File: src/rtl/irq_pkg.sv
// irq_pkg: shared types, defaults and helpers for the request-capture stage
package irq_pkg;
    localparam int N_REQ_DEFAULT = 4;
    typedef enum logic {IDLE, PRESENT} irq_state_e;
    function automatic int msb_index(input logic [15:0] vec);
        msb_index = 0;
        for (int i = 0; i < 16; i++)
            if (vec[i]) msb_index = i;
    endfunction
endpackage

File: src/rtl/irq_edge_sync.sv
// irq_edge_sync: rising-edge detector on raw request lines
// IRQ_REQ_CAPTURE_SYNC_EN inserts a 2-flop synchronizer ahead of the detector
module irq_edge_sync #(
    parameter int N_REQ = 4
) (
    input  logic             clk,
    input  logic             rst_n,
    input  logic [N_REQ-1:0] req_in,
    output logic [N_REQ-1:0] rise
);
    logic [N_REQ-1:0] src, req_prev;
`ifdef IRQ_REQ_CAPTURE_SYNC_EN
    logic [N_REQ-1:0] s1, s2;
    always_ff @(posedge clk or negedge rst_n)
        if (!rst_n) begin
            s1 <= '1;
            s2 <= '1;
        end else begin
            s1 <= req_in;
            s2 <= s1;
        end
    assign src = s2;
`else
    assign src = req_in;
`endif
    // all-ones at reset so lines already high at release are not events
    always_ff @(posedge clk or negedge rst_n)
        if (!rst_n) req_prev <= '1;
        else req_prev <= src;
    assign rise = src & ~req_prev;
endmodule

File: src/rtl/irq_req_capture.sv
// irq_req_capture: sticky edge-pending capture, masking and one-at-a-time presentation
// IRQ_REQ_CAPTURE_SYNC_EN adds a 2-flop input synchronizer (2 cycles extra latency)
module irq_req_capture import irq_pkg::*; #(
    parameter int N_REQ = N_REQ_DEFAULT,
    localparam int ID_W = $clog2(N_REQ)
) (
    input  logic             clk,
    input  logic             rst_n,
    input  logic [N_REQ-1:0] req_in,
    input  logic [N_REQ-1:0] mask,
    output logic [N_REQ-1:0] pend_vec,
    output logic             irq_valid,
    output logic [ID_W-1:0]  irq_id,
    input  logic             irq_ack,
    output logic [N_REQ-1:0] ovf,
    input  logic [N_REQ-1:0] ovf_clr
);
    irq_state_e state;
    logic [N_REQ-1:0] pending, rise, clr;
    logic ack_fire;
    irq_edge_sync #(.N_REQ(N_REQ)) u_edge (.clk(clk), .rst_n(rst_n), .req_in(req_in), .rise(rise));
    assign ack_fire = irq_valid & irq_ack;
    assign clr = ack_fire ? N_REQ'(1) << irq_id : '0;
    assign pend_vec = pending & mask;
    assign irq_valid = state == PRESENT;
    // a rise on the line being acked re-pends it and is not an overrun
    always_ff @(posedge clk or negedge rst_n)
        if (!rst_n) begin
            pending <= '0;
            ovf <= '0;
            state <= IDLE;
            irq_id <= '0;
        end else begin
            pending <= rise | (pending & ~clr);
            ovf <= (ovf & ~ovf_clr) | (rise & pending & ~clr);
            if (state == IDLE && |pend_vec) begin
                state <= PRESENT;
                irq_id <= ID_W'(msb_index(16'(pend_vec)));
            end else if (ack_fire) state <= IDLE;
        end
endmodule

File: config.mk
export PLATFORM = sky130hd
export DESIGN_NAME = irq_req_capture
export DESIGN_NICKNAME = d
export VERILOG_FILES = /design/src/rtl/irq_pkg.sv /design/src/rtl/irq_edge_sync.sv /design/src/rtl/irq_req_capture.sv
export SDC_FILE = /design/constraint.sdc
export NUM_CORES = 1
export LEC_CHECK = 0
export BUFFER_PORTS_ARGS = -buffer_cell sky130_fd_sc_hd__buf_2
export CAP_MARGIN = 10
export CORE_MARGIN = 3
export CORE_UTILIZATION = 45
export DETAILED_ROUTE_END_ITERATION = 6
export PLACE_DENSITY = 0.75
export SLEW_MARGIN = 20
export SYNTH_ARGS = -nofsm -noshare
export SYNTH_HDL_FRONTEND = slang
export SYNTH_HIERARCHICAL = 1
export SYNTH_SLANG_ARGS = --single-unit
File: constraint.sdc
create_clock -name clk -period 1.28 [get_ports clk]
set_input_delay 0.128 -clock clk [delete_from_list [all_inputs] [get_ports clk]]
set_output_delay 0.128 -clock clk [all_outputs]
set_load 0.1 [all_outputs]
==> results.yml, run 1 <==
yosys:
  synth_area_per_cell_um2: 11.3
  synth_area_um2: 643
  syn_nets: 72
  ys_ff_latch: 15
  yosysUniqueCellTypes: 18
  yosys_warnings: 6
  synthCells: 57
  synth.yosys.seq_area_share: 0.591
floorplan:
  die_x_um: 43.8
  pin_count: 26
  dieHeight_um: 43.8
  fp-row-count: 13
  dieArea_mm2: 0.00192
  initial_utilization: 0.488
  core_area_mm2: 0.00132
power:
  p_per_area_mw_per_mm2: 2480
  leakage_nw: 0.452
  ir_drop_mv: 1.53
  total_power_mw: 2.41
setup_path:
  path_max_fanout: 3
  worstPathRequired_ns: 1.15
  regToRegSetupSlack_ns: 0.22
  r2r_end: "ovf[2]"
  worst-r2r-cell-count: 3
  cp-end-kind: "output pin"
  crit_arrival_ns: 1.08
  cp-start-kind: "register"
  worstSetupPathType: "register to output pin"
  r2r-start: "irq_valid"
min_path:
  hold_path_class: "primary input to register"
  hold_path_depth: 2
  hold_start: "ovf_clr[0]"
  min_to: "ovf[0]"
job:
  max-cap-violations: 0
grt:
  grt_pass1_wl_mm: 2.09
  overflow: 0
  antenna_found_initial: 0
  grt_max_degree: 16
  grt_use_total: 0.151
  grt_pass1_vias: 510
sta:
  tightest_slew_ns: 0.486
  setup_tns_ns: 0
  hold_viol: 0
  rsz0062_at_grt: "no"
  post-route-min-period_ns: 1.21
  finalWorstSetupSlack_ns: 0.0675
  fmax_ghz: 0.825
  fin_hold_ws_ns: 0.0290
  drv_slew: 0
  max_slew_margin: 0.678
  fin_crit_sh: 0.947
  setup_viol: 0
  clock_skew_ns: 0.00503
final_layout:
  layout-drive-gt1-share: 0.505
  nFillCells: 94
  stdcell_area_um2: 968
  antenna_cells: 0
  syn_to_final_growth_pct: 50.6
  nNetsFinal: 107
route:
  drt_wl_total_mm: 1.26
  drc_errors: 0
  drt-vias-per-instance: 4.99
  dr.pass1.iters: 5
  ant_nets: 0
  wl_per_cell_um: 11.9
  vias: 529
  drt_iter0_markers: 15
clock_network:
  post_cts_buffers: 0
  clk_latency_ns: 0.27
  cts_buffer_depth: 2
  cts_tree: "built"
  cts.sinks: 15
  cts_made_buffers: 3
  htree_num_levels: 1
  path_clk_slew_ns: 0.08
  cts_root_buf: "clkbuf_4"
placed_design:
  place_ws_ns: 0.252
  placed_area_um2: 890
  portBuffers: 25
  gp_congestion: 0.763
  dp_hpwl_um: 960
outcome:
  status: "complete, no violations"
-- report_power, final --
part           internal (mW)  total [mW]  switching [mW]  leakage [nW]
clock network          0.121       0.256           0.135        0.0150
logic                  0.401        1.38           0.981         0.273
registers              0.616       0.768           0.152         0.163
total                   1.14        2.41            1.27         0.452
-- how the worst max path moves through the flow --
| stage | slack (ns) | startpoint | end | cells past startpoint |
|---|---|---|---|---|
| 2_1_floorplan | -0.03 | pending[2] | irq_id[1] | 4 |
| 4_1_cts | 0.008 | irq_id[1] | irq_id[1] | 1 |
| 5_1_grt | 0.02 | pending[2] | pend_vec[2] | 3 |
| 6_report | 0.07 | pending[2] | pend_vec[2] | 3 |
| 3_5_place_dp | 0.25 | irq_valid | ovf[2] | 3 |
| 3_3_place_gp | 0.29 | irq_valid | ovf[2] | 3 |
-- cell type report --
cell class	count	area (um^2)	area share
sequential	15	384	0.397
timing repair buffer	30	268	0.276
multi-input combinational	33	234	0.242
inverter	9	37.5	0.0388
clock buffer	4	26.3	0.0271
tap	15	18.8	0.0194
-- routing by layer --
| metal | part of all wire | track usage | vias to the layer above |
|---|---|---|---|
| met5 | 0 | 0 | - |
| met4 | 0.0095 | 0.0723 | 0 |
| met3 | 0.097 | 0.0456 | 2 |
| met2 | 0.45 | 0.253 | 27 |
| met1 | 0.44 | 0.175 | 241 |
| li1 | - | - | 259 |
-- per-stage QoR --
step / utilization / cells
2_1_floorplan: - / 57
3_3_place_gp: 0.675 / 97
3_5_place_dp: 0.675 / 97
4_1_cts: 0.733 / 106
5_1_grt: 0.735 / 106
6_report: 0.735 / 106
-- registers in the layout, summed over array words and instances (netlist names) --
register         flops
u_edge/req_prev      4
pending              4
ovf                  4
irq_valid            1
irq_id               2
-- kinds of logic after synthesis --
logic type,count (synthesis),share of synthesized area
buffers and inverters,9,0.0525
DFF,15,0.591
AOI/OAI and AO/OA,16,0.169
and+or+nand+nor,17,0.187
-- critical path: stages, from the launching register on --
cell and delay, ns:
dfrtp_1 0.43, nand2_2 0.11, clkinvlp_4 0.11, buf_12 0.17
-- cell usage in the layout, fill, tap and decap left out, drive strengths merged, types with 2 or more instances in the layout --
master | synthesis | layout
dfrtp | 11 | 11
o31ai | 2 | 2
nand3 | 2 | 2
o21ai | 6 | 6
and2 | 3 | 3
buf | 0 | 24
inv | 9 | 8
clkbuf | 0 | 5
nor2b | 4 | 4
a22oi | 2 | 2
o22ai | 3 | 3
nand2 | 5 | 5
dfstp | 4 | 4
dlygate4sd3 | 0 | 5
-- synthesized netlist by cell type --
cell	instances	area, um^2
nor2_1	1	3.75
nor3_1	1	5.00
nand2_2	1	6.26
o22ai_1	3	18.8
inv_1	9	33.8
a21oi_1	1	5.00
dfrtp_1	11	275
a21o_1	1	7.51
nand3_1	2	10.0
nand4_1	1	6.26
nor2b_4	4	55.1
and2_1	3	18.8
o21ai_0	6	30.0
o31ai_2	2	25.0
a21boi_0	1	7.51
nand2_1	4	15.0
a22oi_1	2	15.0
dfstp_2	4	105
-- repair_timing --
item | CTS | global route
hold buffers | 5 | 0
resized for setup | 0 | 1
setup endpoints to repair | 0 | 1
hold endpoints to repair | 15 | 0
Note: power is estimated with default switching activity, not from simulation.
==> run 2: changes to the inputs <==
--- a/config.mk
+++ b/config.mk
@@ -8,9 +8,11 @@
 export BUFFER_PORTS_ARGS = -buffer_cell sky130_fd_sc_hd__buf_2
 export CAP_MARGIN = 10
 export CORE_MARGIN = 3
-export CORE_UTILIZATION = 45
+export CORE_UTILIZATION = 48
+export CTS_BUF_LIST = sky130_fd_sc_hd__clkbuf_4
 export DETAILED_ROUTE_END_ITERATION = 6
-export PLACE_DENSITY = 0.75
+export PLACE_DENSITY = 0.79
+export SETUP_SLACK_MARGIN = 0.15
 export SLEW_MARGIN = 20
 export SYNTH_ARGS = -nofsm -noshare
 export SYNTH_HDL_FRONTEND = slang
==> constraint.sdc (replaced) <==
create_clock -name clk -period 1.3 [get_ports clk]
set_input_delay 0.13 -clock clk [delete_from_list [all_inputs] [get_ports clk]]
set_output_delay 0.13 -clock clk [all_outputs]
set_load 0.1 [all_outputs]
==> results.yml, run 2 (synthesis results as in run 1) <==
sta:
  rsz0062_at_grt: "yes"
  setup_viol: 0
  clock_skew_ns: 0.00658
  tightest_slew_ns: 0.335
  fmax_ghz: 0.826
  fin_hold_ws_ns: 0.0118
  hold_viol: 0
  post-route-min-period_ns: 1.21
  fin_crit_sh: 0.931
  drv_slew: 0
  setup_tns_ns: 0
  max_slew_margin: 0.776
outcome:
  status: "complete, no violations"
route:
  drt_iter0_markers: 20
  vias: 592
  ant_nets: 0
  drt-vias-per-instance: 5.38
  drt_wl_total_mm: 1.77
  dr.pass1.iters: 4
  wl_per_cell_um: 16.1
  drc_errors: 0
final_layout:
  nNetsFinal: 112
  syn_to_final_growth_pct: 63.2
  reg_top3: "ovf: 4 flops, pending: 4 flops, u_edge/req_prev: 4 flops"
  layout-drive-gt1-share: 0.594
  mostFrequentLayoutCells: "14 x buf_2, 8 x inv_1, 8 x buf_4"
  layout_commonest_cell: "buf_2"
  nFillCells: 55
  antenna_cells: 0
power:
  ir_drop_mv: 1.56
  p_per_area_mw_per_mm2: 2540
  leakage_nw: 0.486
job:
  max-cap-violations: 0
clock_network:
  cts_root_buf: "clkbuf_4"
  clk_latency_ns: 0.29
  cts_made_buffers: 3
  path_clk_slew_ns: 0.09
  cts_buffer_depth: 2
  cts_tree: "built"
  htree_num_levels: 1
  cts.sinks: 15
grt:
  met2_usage: 0.347
  use_met1: 0.245
  grt_max_degree: 16
  overflow: 0
  grt_use_met3: 0.0644
  grt_use_total: 0.218
  busiest_layer: "met2"
  grt_pass1_vias: 609
  grt_pass1_wl_mm: 2.77
  antenna_found_initial: 0
setup_path:
  crit_slowest_cell: "dfrtp_1"
  r2r_end: "irq_id[0]"
  cp-start-kind: "register"
  regToRegSetupSlack_ns: 0.15
  cp_top_family: "flip-flops"
  crit_arrival_ns: 1.08
  path_cells: "nand2_2, clkinvlp_4, buf_12"
  cp-end-kind: "output pin"
  r2r-start: "pending[0]"
  crit_path_max_incr_delay_ns: 0.41
  cp_num_buf_inv: 2
  worstPathRequired_ns: 1.17
  worst-r2r-cell-count: 4
  path_max_fanout: 2
  worstSetupPathType: "register to output pin"
floorplan:
  die_x_um: 42.6
  dieHeight_um: 42.6
  core_area_mm2: 0.00119
  dieArea_mm2: 0.00182
  fp-row-count: 12
  pin_count: 26
  initial_utilization: 0.542
min_path:
  hold_path_depth: 2
  hold_path_class: "primary input to register"
  hold_start: "ovf_clr[1]"
  min_to: "ovf[1]"
placed_design:
  gp_congestion: 0.760
  portBuffers: 25
  dp_hpwl_mm: 1.16
[run 2: changes by cell type in the layout (fill, tap and decap cells not counted), moves of 2 or more]
| cell | delta |
|---|---|
| buf_4 | +8 |
| buf_2 | -4 |
| dfrtp_1 | -3 |
| dfrtp_4 | +3 |
| and2_2 | -2 |
| and2_4 | +3 |
[run 2: area by class of cell]
type	instances	area [um^2]	share of cell area
Tap cell	14	17.5	0.0167
Timing Repair Buffer	35	325	0.310
Inverter	9	37.5	0.0358
Sequential cell	15	395	0.377
Clock buffer	4	30.0	0.0286
Multi-Input combinational cell	33	244	0.232
[run 2: worst reg2reg max path: stages, from the launching register on]
cell	delay, ns
dfrtp_1	0.40
buf_4	0.15
a22oi_1	0.26
o21ai_0	0.16
o21ai_0	0.10
[run 2: metrics by stage]
| stage | std cells | total power [mW] | worst slack (ns) | instance area (um^2) | utilization |
|---|---|---|---|---|---|
| 3_5_place_dp | 96 | 2.22 | 0.272 | 917 | 0.773 |
| 2_1_floorplan | 57 | 1.74 | 0.00262 | 669 | - |
| 4_1_cts | 108 | 2.61 | 0.103 | 1030 | 0.869 |
| 3_3_place_gp | 96 | 2.19 | 0.295 | 917 | 0.773 |
| 6_report | 110 | 2.66 | 0.0899 | 1050 | 0.885 |
| 5_1_grt | 110 | 2.76 | 0.0673 | 1050 | 0.885 |
[run 2: what timing repair did]
| item | in CTS | in global routing |
|---|---|---|
| buffers inserted | 3 | 2 |
| pin swaps | 0 | 1 |
| setup endpoints to repair | 7 | 10 |
| hold endpoints to repair | 15 | 0 |
| resized for setup | 5 | 3 |
| hold buffers | 5 | 0 |
[run 2: worst max-delay path by stage]
| stage | startpoint | endpoint | slack [ns] | depth (start not counted) |
|---|---|---|---|---|
| finish | pending[2] | pend_vec[2] | 0.09 | 3 |
| global route | pending[2] | pend_vec[2] | 0.07 | 3 |
| CTS | pending[2] | pend_vec[2] | 0.10 | 3 |
| detailed placement | irq_valid | ovf[1] | 0.27 | 3 |
| global placement | irq_id[0] | ovf[2] | 0.29 | 2 |
| floorplan | pending[2] | irq_id[1] | 0.003 | 4 |
[run 2: layer usage]
layer | vias to the layer above | part of all wire
li1 | 270 | -
met1 | 285 | 0.39
met2 | 30 | 0.51
met3 | 7 | 0.068
met4 | 0 | 0.028
met5 | - | 0
[run 2: power breakdown]
group / internal, mW / switching [mW]
registers: 0.629 / 0.155
logic: 0.540 / 1.04
clock network: 0.140 / 0.155
